==> config.mk <==
export PLATFORM = sky130hd
export DESIGN_NAME = cordic_result_fifo
export DESIGN_NICKNAME = d
export VERILOG_FILES = /design/src/rtl/cordic_result_fifo.sv
export SDC_FILE = /design/constraint.sdc
export NUM_CORES = 1
export LEC_CHECK = 0
export ABC_AREA = 0
export CELL_PAD_IN_SITES_DETAIL_PLACEMENT = 1
export CELL_PAD_IN_SITES_GLOBAL_PLACEMENT = 1
export CORE_UTILIZATION = 35
export CTS_CLUSTER_DIAMETER = 40
export DETAILED_ROUTE_END_ITERATION = 7
export DONT_BUFFER_PORTS = 1
export PLACE_DENSITY_LB_ADDON = 0.1
export SLEW_MARGIN = 20
export SYNTH_ARGS = -nofsm -noshare
export SYNTH_HDL_FRONTEND = slang
export SYNTH_SLANG_ARGS = --single-unit
==> constraint.sdc <==
create_clock -name HCLK -period 3.6 [get_ports HCLK]
set_input_delay 0.9 -clock HCLK [delete_from_list [all_inputs] [get_ports HCLK]]
set_output_delay 0.9 -clock HCLK [all_outputs]
set_load 0.02 [all_outputs]
==> src/rtl/cordic_result_fifo.sv <==
// First-word-fall-through result buffer between the CORDIC core and its AHB-Lite slave.
// Define CORDIC_FIFO_POP_EDGE_EN to pop once per rising edge of read_fifo_en instead of once per cycle.
module cordic_result_fifo #(
   parameter int DATA_WIDTH = 32,
   parameter int DEPTH_LOG2 = 4
) (
   input  logic                  HCLK,
   input  logic                  HRESET,
   input  logic [DATA_WIDTH-1:0] out_interface,
   input  logic                  valid_out_interface,
   input  logic                  read_fifo_en,
   input  logic                  flush,
   input  logic                  clr_flags,
   output logic [DATA_WIDTH-1:0] out_fifo,
   output logic                  empty,
   output logic                  full,
   output logic [DEPTH_LOG2:0]   count,
   output logic                  overflow,
   output logic                  underflow
);

   localparam int                  DEPTH      = 1 << DEPTH_LOG2;
   localparam logic [DEPTH_LOG2:0] FULL_COUNT = (DEPTH_LOG2 + 1)'(DEPTH);
   localparam logic [DEPTH_LOG2:0] CNT_ONE    = (DEPTH_LOG2 + 1)'(1);
   localparam logic [DEPTH_LOG2-1:0] PTR_ONE  = DEPTH_LOG2'(1);

   logic [DATA_WIDTH-1:0] mem [DEPTH];
   logic [DEPTH_LOG2-1:0] wr_ptr;
   logic [DEPTH_LOG2-1:0] rd_ptr;
   logic                  rd_req;
   logic                  push;
   logic                  pop;
   logic                  overflow_set;
   logic                  underflow_set;

`ifdef CORDIC_FIFO_POP_EDGE_EN
   logic rd_en_q;

   always_ff @(posedge HCLK or posedge HRESET) begin
      if (HRESET) rd_en_q <= 1'b0;
      else        rd_en_q <= read_fifo_en;
   end

   assign rd_req = read_fifo_en && !rd_en_q;
`else
   assign rd_req = read_fifo_en;
`endif

   // Flags come straight off the count register so read_fifo_en never reaches them.
   assign empty = (count == '0);
   assign full  = (count == FULL_COUNT);

   // A full FIFO still accepts a word when the head leaves in the same cycle.
   assign pop           = rd_req && !empty;
   assign push          = valid_out_interface && (!full || pop);
   assign overflow_set  = valid_out_interface && full && !pop;
   assign underflow_set = rd_req && empty;

   // NOTE: the storage array has no reset; validity lives entirely in the pointers and count.
   always_ff @(posedge HCLK) begin
      if (push && !flush) mem[wr_ptr] <= out_interface;
   end

   // NOTE: all state uses non-blocking assignments so every register sees pre-edge values.
   always_ff @(posedge HCLK or posedge HRESET) begin
      if (HRESET) begin
         wr_ptr <= '0;
         rd_ptr <= '0;
         count  <= '0;
      end else if (flush) begin
         wr_ptr <= '0;
         rd_ptr <= '0;
         count  <= '0;
      end else begin
         if (push) wr_ptr <= wr_ptr + PTR_ONE;
         if (pop)  rd_ptr <= rd_ptr + PTR_ONE;
         unique case ({push, pop})
            2'b10:   count <= count + CNT_ONE;
            2'b01:   count <= count - CNT_ONE;
            default: count <= count;
         endcase
      end
   end

   // A set event in the same cycle as clr_flags wins.
   always_ff @(posedge HCLK or posedge HRESET) begin
      if (HRESET) begin
         overflow  <= 1'b0;
         underflow <= 1'b0;
      end else begin
         if (overflow_set)   overflow <= 1'b1;
         else if (clr_flags) overflow <= 1'b0;
         if (underflow_set)   underflow <= 1'b1;
         else if (clr_flags)  underflow <= 1'b0;
      end
   end

   // NOTE: combinational outputs get a default first so no latch is inferred.
   always_comb begin
      out_fifo = '0;
      if (!empty) out_fifo = mem[rd_ptr];
   end

endmodule

---- Word level (Yosys, flattened, before mapping) ----
Memory sizes are Yosys's and may differ from the RTL's.
Index checks and enable logic that the tools add are counted.
operators by class
  $add $sub $neg .......................... 4
  equality and inequality tests ........... 3
  multiplexer cells ....................... 12
  reductions and logical operators ........ 17
operators by type and width
  cell                   number
  $mux W32               1
  $mux W4                4
  $pmux W5 S2            1
  $add A4 B1 Y4 const B  2
  $reduce_bool A2 Y1     4
  $logic_and A1 B1 Y1    6
  $add A5 B1 Y5 const B  1
  $eq A5 B5 Y1 const B   1
  $logic_not A5 Y1       1
  $mux W1                5
  $mux W5                1
  $sub A5 B1 Y5 const B  1
  $logic_not A1 Y1       4
  $reduce_bool A3 Y1     1
  $eq A2 B1 Y1 const B   1
  $eq A2 B2 Y1 const B   1
  $logic_or A1 B1 Y1     1
word-level totals
  bits in registers ....................... 15
  bits in writable memories ............... 512
  input bits .............................. 38
  output and inout bits ................... 41
  word-level logic and storage cells ...... 42
  memories kept ........................... 1
memory list
  memory  depth  width  rd ports  clocked after memory_dff  write ports  line  RTL
  mem     16     32     1         0                         1            27    logic [DATA_WIDTH-1:0] mem [DEPTH];

---- Longest topological paths before layout ----
Gate-level depths: netlist of run 1.
  depth in word-level cells ............... 8
  depth in mapped cells ................... 10

---- Worst setup path after synthesis of run 1 ----
OpenSTA, ideal clock, no wires.
  kind .................................... input -> register
  from .................................... input port read_fifo_en
  to ...................................... memory mem[12][0], enable pin
  arrival time ............................ 3.155 ns
  slack ................................... 0.023 ns
  stages on the path ...................... 5
  cells stage by stage .................... clkbuf_1 nor2b_1 a21oi_1 nand2_1 nor2_1
between the ends
  longest elaborated chain between the ends .. 6
ends and longest elaborated chain
  element                        line  RTL
  from (decl)                    11    input logic read_fifo_en,
  $logic_and A1 B1 Y1            54    assign pop = rd_req && !empty;
  $logic_or A1 B1 Y1             55    assign push = valid_out_interface && (!full || pop);
  $logic_and A1 B1 Y1            55
  $logic_and A1 B1 Y1            61    if (push && !flush) mem[wr_ptr] <= out_interface;
  $mux W1                        61
  $mux W1 (implied by the code)  61
  to (decl)                      27
No other way between the ends.

---- Worst setup path after layout of run 1 ----
  from .................................... register count[3]
  to ...................................... output port out_fifo[23]
between the ends
  longest elaborated chain between the ends .. 2
ends and longest elaborated chain
  element                 line  RTL
  from (decl)             17    output logic [DEPTH_LOG2:0] count,
  from (signal assigned)  78    2'b10: count <= count + CNT_ONE;
  from (signal assigned)  79    2'b01: count <= count - CNT_ONE;
  from (signal assigned)  80    default: count <= count;
  $logic_not A5 Y1        50    assign empty = (count == '0);
  net empty               15    output logic empty,
  $mux W32                101   if (!empty) out_fifo = mem[rd_ptr];
  to (decl)               14    output logic [DATA_WIDTH-1:0] out_fifo,
The timed path passes the listed nets, and every way through them passes these cells.

==> results.json, run 1 <==
{
  "outcome": "completed",
  "syn_nets": 957,
  "cp-start-kind": "register",
  "post_drt_wl_per_cell_um": 26.5,
  "hp-class": "in2async",
  "drive_gt1_frac": 0.349,
  "fin_worst_skew_ps": 18.8,
  "die_area_mm2": 0.0594,
  "rsz0062_at_grt": "true",
  "die_x_um": 244,
  "cts-buffers-inserted": 91,
  "mappedNetlistArea_mm2": 0.0205,
  "crit_chain": "or4_4, nor2_8, nor3b_4, buf_12, a221o_1",
  "grt_max_degree": 51,
  "max-cap-violations": 0,
  "h-tree-depth": 3,
  "cts_buffer_depth": 3,
  "firstDrtPassIters": 5,
  "period_share": 0.985,
  "drtAntennaViolNets": 0,
  "avgViaCountPerCell": 5.12,
  "syn_area_per_cell_um2": 22.5,
  "cts_hold_buf": 0,
  "synth_warnings": 0,
  "path_max_fanout": 32,
  "fin_nets": 1068,
  "netlist_top_cells_area": "edfxtp_1, mux4_2, dfrtp_1",
  "end_kind": "primary output",
  "clk_latency_ps": 610,
  "path_buf_inv": 1,
  "synth_top_cell_by_area": "edfxtp_1",
  "setup_viol": 0,
  "critical_path.max_stage_delay_ps": 620,
  "start_util": 0.355,
  "numPortBuffers": 0,
  "synth_cell_types": 44,
  "powerDensity_mw_per_mm2": 742,
  "yosysTopAreaCellShare": 0.752,
  "areaGrowthSynthToFinish_pct": 22.6,
  "peakVddDrop_uv": 367,
  "slew_headroom": 0.526,
  "fillers": 5353,
  "crit_family": "simple AND/OR/NAND/NOR gates",
  "worstPathRequired_ps": 2700,
  "period_needed_ps": 3550,
  "grt_use_total": 0.171,
  "antenna_found_initial": 0,
  "std_cell_rows": 88,
  "fp.dieH_um": 244,
  "cts_tree": "yes",
  "drc": 0,
  "n_antenna_cell": 0,
  "finalWirelength_um": 49300,
  "final_common_cell": "edfxtp_1",
  "syn-instance-count": 910,
  "clk_pin_slew_ps": 50,
  "tns_ps": 0,
  "synth_seq_cells": 527,
  "synth-edff-count": 512,
  "hold_violations": 0,
  "overflow": 0,
  "critPathKind": "reg2out",
  "slew_violations": 0,
  "grt_pass1_wl_um": 73700,
  "arrival_ps": 2650,
  "whs_ps": 289,
  "synth_seq_area_share": 0.770,
  "vias": 9538,
  "worst_pin_slew_ps": 710,
  "cts_root_buffer": "clkbuf_16",
  "place_congestion": 0.679,
  "ys.flop_type": "edfxtp_1",
  "leakage_uw": 0.00797,
  "final_cell_mix": "edfxtp_1, mux4_2, clkbuf_16",
  "clock_sinks": 527,
  "drtIter0Drc": 542,
  "async_reset_ff_frac": 0.0285,
  "io_pins": 79,
  "dp_hpwl_um": 27300,
  "max_freq_ghz": 0.282,
  "grt_pass1_vias": 10775,
  "fp.coreArea_mm2": 0.0577,
  "cp_slowest_cell": "or4_4"
}
## worst reg2reg max path: stages (launching register included)
cell,delay [ps]
dfrtp_1,380
or4_4,620
buf_4,180
o21ai_1,240
nand2b_1,200
inv_1,90
ha_1,360
nand2b_1,110
a2111o_1,410
o22a_1,210
a31oi_1,120
## metal layers
| layer | part of all wire | vias to the layer above | GRT usage |
|---|---|---|---|
| met1 | 0.44 | 5165 | 0.226 |
| met2 | 0.50 | 189 | 0.285 |
| met5 | 0 | - | 0 |
| li1 | - | 4094 | - |
| met3 | 0.041 | 90 | 0.0344 |
| met4 | 0.021 | 0 | 0.0487 |
## final timing paths
check	startpoint	to	slack, ps	cells past startpoint
max	count[3]	out_fifo[23]	50	5
min	HRESET	underflow	290	1
max reg2reg	count[3]	count[4]	590	10
min reg2reg	wr_ptr[1]	wr_ptr[1]	610	2
max in group asynchronous	HRESET	rd_ptr[0]	2780	1
min in group HCLK	flush	rd_ptr[3]	350	1
## logic make-up (layout without fill, tap and decap cells)
family                   after synthesis  count (layout)  synth area share
XOR/XNOR                               8               8           0.00343
AND/OR/NAND/NOR                       91              92            0.0212
buffers and inverters                 59             247            0.0173
adder cells (fa/ha/maj)                9               9           0.00587
AO/OA/AOI/OAI                         50              50            0.0225
flip-flops                           527             527             0.770
multiplexers                         166             166             0.160
## metrics by stage
| step | worst slack (ps) | area (um2) | util | std cells | total power [uW] |
|---|---|---|---|---|---|
| floorplan | 23.4 | 20500 | - | 910 | 9350 |
| global placement | 452 | 21800 | 0.377 | 1681 | 10100 |
| detailed placement | 431 | 21800 | 0.377 | 1681 | 10100 |
| CTS | -16.9 | 25000 | 0.434 | 1862 | 18900 |
| global route | -29.7 | 25100 | 0.435 | 1864 | 19300 |
| finish | 53.2 | 25100 | 0.435 | 1864 | 18600 |
## what timing repair did
item	in CTS	in global routing
endpoints found under the hold margin	0	0
pin swaps	24	4
gates cloned	1	0
endpoints found under the setup margin	32	32
gates resized for setup	10	4
setup buffers	10	2
## Yosys cell counts (2+ instances only)
| cell | n |
|---|---|
| buf_6 | 14 |
| o211ai_1 | 3 |
| mux2_2 | 3 |
| edfxtp_1 | 512 |
| ha_1 | 8 |
| nand3_1 | 3 |
| a21oi_1 | 5 |
| nor2_1 | 62 |
| a221o_1 | 32 |
| mux4_2 | 128 |
| xor2_1 | 5 |
| dfrtp_1 | 15 |
| and3_1 | 2 |
| mux2i_1 | 35 |
| or3_1 | 2 |
| nand2_1 | 9 |
| buf_1 | 7 |
| clkbuf_1 | 8 |
| inv_1 | 11 |
| nand2b_1 | 3 |
| buf_2 | 18 |
| xnor2_1 | 3 |
## registers in the layout, summed over array words and instances, names as in the netlist
name	cells
overflow	1
mem	512
count	5
wr_ptr	4
rd_ptr	4
underflow	1
## area by class of cell
type | instances | area, um2 | share of cell area
inverter | 11 | 41.3 | 0.00165
multi-input combinational | 325 | 4500 | 0.179
timing repair buffer | 65 | 718 | 0.0286
sequential | 527 | 15800 | 0.628
clock inverter | 73 | 753 | 0.0300
clock buffer | 98 | 2350 | 0.0935
tap | 765 | 957 | 0.0382
## where the power goes
part           internal [uW]  total, uW  switching (uW)  leakage, uW
Sequential              6840       6910            71.4      0.00481
Combinational           1330       3100            1770      0.00167
Clock                   5500       8600            3100      0.00150
Total                  13700      18600            4940      0.00797
Note: power is estimated with default switching activity, not from simulation.
==> inputs of run 2 (changes only) <==
Clock period 3.6 ns to 2.9 ns, I/O delays scaled along.
==> run 2 against run 1 <==
Compared with the run above:
- the flow now finishes with violations (negative setup slack)
- clock power increased by 21%
- combinational power increased by 55%
- final area increased by 2.8%
- worst hold slack got worse by 190 ps
- routed wire length is 0.25% lower
- largest cell class unchanged
==> results.json, run 2 (synthesis gave the netlist of run 1 again) <==
{
  "setup_slack_ps": -428,
  "fin_util": 0.447,
  "hp-class": "in2async",
  "die_x_um": 244,
  "h-tree-depth": 3,
  "internal_power_uw": 17500,
  "drc": 0,
  "fp.coreArea_mm2": 0.0577,
  "outcome": "complete, but fails checks",
  "fin_nets": 1087,
  "numPortBuffers": 0,
  "setup_viol": 32,
  "fin_worst_skew_ps": 20.7,
  "rsz0062_at_grt": "true",
  "period_needed_ps": 3330,
  "n_antenna_cell": 0,
  "cts-buffers-inserted": 84,
  "final_common_cell": "edfxtp_1",
  "cts_root_buffer": "clkbuf_16",
  "end_kind": "primary output",
  "combPwrFrac": 0.203,
  "clockPowerShare": 0.437,
  "clk_latency_ps": 620,
  "firstDrtPassIters": 4,
  "cts_tree": "yes",
  "vias": 9676,
  "max_freq_ghz": 0.300,
  "slew_headroom": 0.442,
  "drtIter0Drc": 592,
  "grt_pass1_wl_um": 72800,
  "std_cell_rows": 88,
  "clk_pin_slew_ps": 50,
  "fp.dieH_um": 244,
  "cp-start-kind": "register",
  "antenna_found_initial": 0,
  "worst_pin_slew_ps": 836,
  "stdcell_area_mm2": 0.0258,
  "avgViaCountPerCell": 5.17,
  "post_dp_cell_area_mm2": 0.0221,
  "areaGrowthSynthToFinish_pct": 26.1,
  "powerDensity_mw_per_mm2": 923,
  "p_sw_uw": 6300,
  "period_share": 1.15,
  "io_pins": 79,
  "fin_cells": 1872,
  "place_congestion": 0.673,
  "cts_buffer_depth": 3,
  "whs_ps": 103,
  "reg2reg_depth": 10,
  "drtAntennaViolNets": 0,
  "post-place-cells": 1690,
  "arrival_ps": 2600,
  "overflow": 0,
  "grt_use_total": 0.170,
  "largest_reg_flops": 512,
  "violations": "negative setup slack",
  "critPathKind": "reg2out",
  "clock_sinks": 527,
  "peakVddDrop_uv": 525,
  "drive_gt1_frac": 0.391,
  "max-cap-violations": 0,
  "leakage_uw": 0.00819,
  "reg_top3": "mem: 512 flops, count: 5 flops",
  "grt_max_degree": 40,
  "post_drt_wl_per_cell_um": 26.3,
  "p_sw_frac": 0.265,
  "regMostFlops": "mem",
  "slew_violations": 0,
  "worstPathRequired_ps": 2170,
  "start_util": 0.355,
  "dp_hpwl_um": 26500,
  "finalWirelength_um": 49200,
  "path_max_fanout": 5,
  "die_area_mm2": 0.0594,
  "pwr-share-seq": 0.361,
  "hold_violations": 0,
  "final_cell_mix": "edfxtp_1, mux4_2, clkbuf_16",
  "grt_pass1_vias": 10664
}
==> run 2: repair_timing <==
| action | CTS | global route |
|---|---|---|
| cloned | 6 | 3 |
| gates resized for setup | 32 | 30 |
| setup endpoints to repair | 32 | 33 |
| setup buffers | 12 | 8 |
| hold buffers | 0 | 0 |
| pin swaps | 13 | 11 |
==> run 2: stage by stage <==
| step | setup TNS, ps | setup WS, ps | power [uW] |
|---|---|---|---|
| 2_1_floorplan | -197300 | -502 | 11600 |
| 3_3_place_gp | 0 | 182 | 12700 |
| 3_5_place_dp | 0 | 189 | 12700 |
| 4_1_cts | -14360 | -482 | 23900 |
| 5_1_grt | -14920 | -531 | 24700 |
| 6_report | -12210 | -428 | 23800 |
==> run 2: per-layer routing <==
metal,global-route usage,wire [um]
met5,0,0
met2,0.271,23900
met3,0.0399,2250
met4,0.0574,1220
met1,0.229,21900
==> run 2: worst max-delay path, cell delays in order (launching register included) <==
cell and delay [ps]:
dfrtp_4 480, buf_4 160, bufbuf_16 270, mux4_2 450, mux2i_4 220, nor2_4 40
a221o_2 380
==> run 2: worst paths after layout <==
check | endpoint | slack, ps | startpoint
max in group asynchronous | rd_ptr[1] | 2270 | HRESET
hold / removal | count[0] | 100 | HRESET
setup / recovery | out_fifo[6] | -430 | rd_ptr[1]
setup reg to reg | count[4] | 120 | count[1]
min in group HCLK | wr_ptr[0] | 160 | flush
hold reg to reg | wr_ptr[2] | 620 | wr_ptr[2]
==> run 2: area by class of cell <==
| class | count | area [um2] |
|---|---|---|
| sequential | 527 | 15800 |
| inverter | 11 | 41.3 |
| clock buffer | 86 | 2110 |
| tap | 765 | 957 |
| clock inverter | 67 | 855 |
| multi-input combinational | 324 | 4670 |
| timing repair buffer | 92 | 1400 |
| fill | 5239 | 31900 |
==> run 2: power by group through the flow <==
stage	Sequential [uW]	Combinational, uW	Clock (uW)
floorplan	8730	2880	0
global placement	8740	3980	0
detailed placement	8740	3970	0
CTS	8590	4660	10600
global route	8590	5180	10900
finish	8580	4820	10400
==> inputs of run 3 (changes only) <==
Clock period 2.9 ns to 3.8 ns, I/O delays scaled along.
==> run 3 against run 2 <==
Compared with the run above:
- combinational power shrank 40%
- the run now ends clean
- via count shrank 2.2%
- critical path type unchanged
- clock skew grew 7.9 ps
==> results.json, run 3 (synthesis gave the netlist of run 1 again) <==
{
  "cts_buffer_depth": 3,
  "drive_gt1_frac": 0.332,
  "drtAntennaViolNets": 0,
  "dp_hpwl_um": 27300,
  "outcome": "completed",
  "cts_tree": "yes",
  "grtUsageMet1": 0.234,
  "reg_top3": "mem: 512 flops, count: 5 flops",
  "cts-buffers-inserted": 87,
  "io_pins": 79,
  "drc": 0,
  "std_cell_rows": 88,
  "h-tree-depth": 3,
  "n_antenna_cell": 0,
  "final_cell_mix": "edfxtp_1, mux4_2, clkbuf_16",
  "period_share": 0.982,
  "fp.dieH_um": 244,
  "hp-class": "in2async",
  "critPathKind": "reg2out",
  "powerDensity_mw_per_mm2": 704,
  "hold_violations": 0,
  "max-cap-violations": 0,
  "drtIter0Drc": 515,
  "fin_nets": 1050,
  "leakage_uw": 0.00782,
  "end_kind": "primary output",
  "start_util": 0.355,
  "post_drt_wl_per_cell_um": 26.8,
  "worst_pin_slew_ps": 770,
  "rsz0062_at_grt": "false",
  "cts_root_buffer": "clkbuf_16",
  "final_common_cell": "edfxtp_1",
  "clk_pin_slew_ps": 50,
  "peakVddDrop_uv": 412,
  "crit_start": "count[1]",
  "grt_use_total": 0.172,
  "worstPathRequired_ps": 2850,
  "busiest_layer": "met2",
  "total_power_uw": 17500,
  "avgViaCountPerCell": 5.15,
  "numPortBuffers": 0,
  "max_freq_ghz": 0.268,
  "clock_sinks": 527,
  "grtUsageMet3": 0.0319,
  "vias": 9459,
  "grt_max_degree": 53,
  "cp-start-kind": "register",
  "firstDrtPassIters": 4,
  "setup_viol": 0,
  "regArea_mm2": 0.0158,
  "grt_pass1_vias": 10704,
  "areaGrowthSynthToFinish_pct": 21.5,
  "place_congestion": 0.680,
  "r2r_slack_ps": 650,
  "overflow": 0,
  "grt_pass1_wl_um": 74000,
  "die_x_um": 244,
  "slew_violations": 0,
  "period_needed_ps": 3730,
  "clk_latency_ps": 630,
  "fillers": 5344,
  "path_max_fanout": 32,
  "slew_headroom": 0.482,
  "multi_input_area_mm2": 0.00449,
  "fp.coreArea_mm2": 0.0577,
  "gr-usage-met2": 0.279,
  "finalWirelength_um": 49200,
  "fin_util": 0.431,
  "largest_reg_flops": 512,
  "regMostFlops": "mem",
  "tns_ps": 0,
  "arrival_ps": 2780,
  "reg2reg_from": "count[1]",
  "die_area_mm2": 0.0594,
  "fin_worst_skew_ps": 28.6,
  "antenna_found_initial": 0
}
==> run 3: cell types whose count changed in the layout (fill, tap and decap cells not counted), moves of 8 or more <==
| cell | change |
|---|---|
| a221o_1 | +10 |
| a221o_2 | -10 |
| buf_12 | -24 |
| clkbuf_1 | +8 |
| clkinv_2 | -9 |
| nor2_1 | +15 |
| nor2_2 | -9 |
==> run 3: timing repair <==
item | CTS | global route
gates cloned | 0 | 0
hold buffers | 0 | 0
resized for setup | 5 | 4
endpoints found under the setup margin | 32 | 3
pin swaps | 10 | 0
setup buffers | 5 | 0
==> run 3: area by class of cell <==
| cell class | instances | share of cell area |
|---|---|---|
| Sequential cell | 527 | 0.634 |
| Multi-Input combinational cell | 324 | 0.181 |
| Clock buffer | 100 | 0.0922 |
| Tap cell | 765 | 0.0385 |
| Clock inverter | 59 | 0.0286 |
| Timing Repair Buffer | 52 | 0.0239 |
| Inverter | 11 | 0.00166 |
==> run 3: worst paths after layout <==
check,endpoint,cells after the start
hold / removal,wr_ptr[0],1
max in group asynchronous,rd_ptr[3],1
hold reg to reg,wr_ptr[1],2
min in group HCLK,rd_ptr[1],1
setup / recovery,out_fifo[10],5
setup reg to reg,count[4],10
==> run 3: worst max-delay path, stage by stage (launching register included) <==
cell	delay (ps)
dfrtp_1	510
or4_4	610
nor2_8	200
nor3b_4	60
buf_6	230
a221o_1	510
==> run 3: through the flow <==
| stage | cell area (um2) | worst slack, ps | hold slack, ps | instances |
|---|---|---|---|---|
| after floorplan | 20500 | 173 | 556 | 910 |
| after global placement | 21800 | 551 | 602 | 1674 |
| after detailed placement | 21800 | 547 | 613 | 1674 |
| after CTS | 24800 | 14.8 | 313 | 1838 |
| after global routing | 24800 | 3.17 | 354 | 1838 |
| final | 24800 | 69.6 | 327 | 1838 |
==> run 3: layer usage <==
| layer | wire length, um | up-vias |
|---|---|---|
| li1 | - | 4052 |
| met1 | 22500 | 5170 |
| met2 | 23900 | 157 |
| met3 | 1710 | 80 |
| met4 | 1070 | 0 |
| met5 | 0 | - |
==> run 3: power by group <==
part | internal [uW] | switching [uW] | total, uW
clock network | 5080 | 2910 | 8000
logic | 1250 | 1630 | 2890
registers | 6480 | 117 | 6600
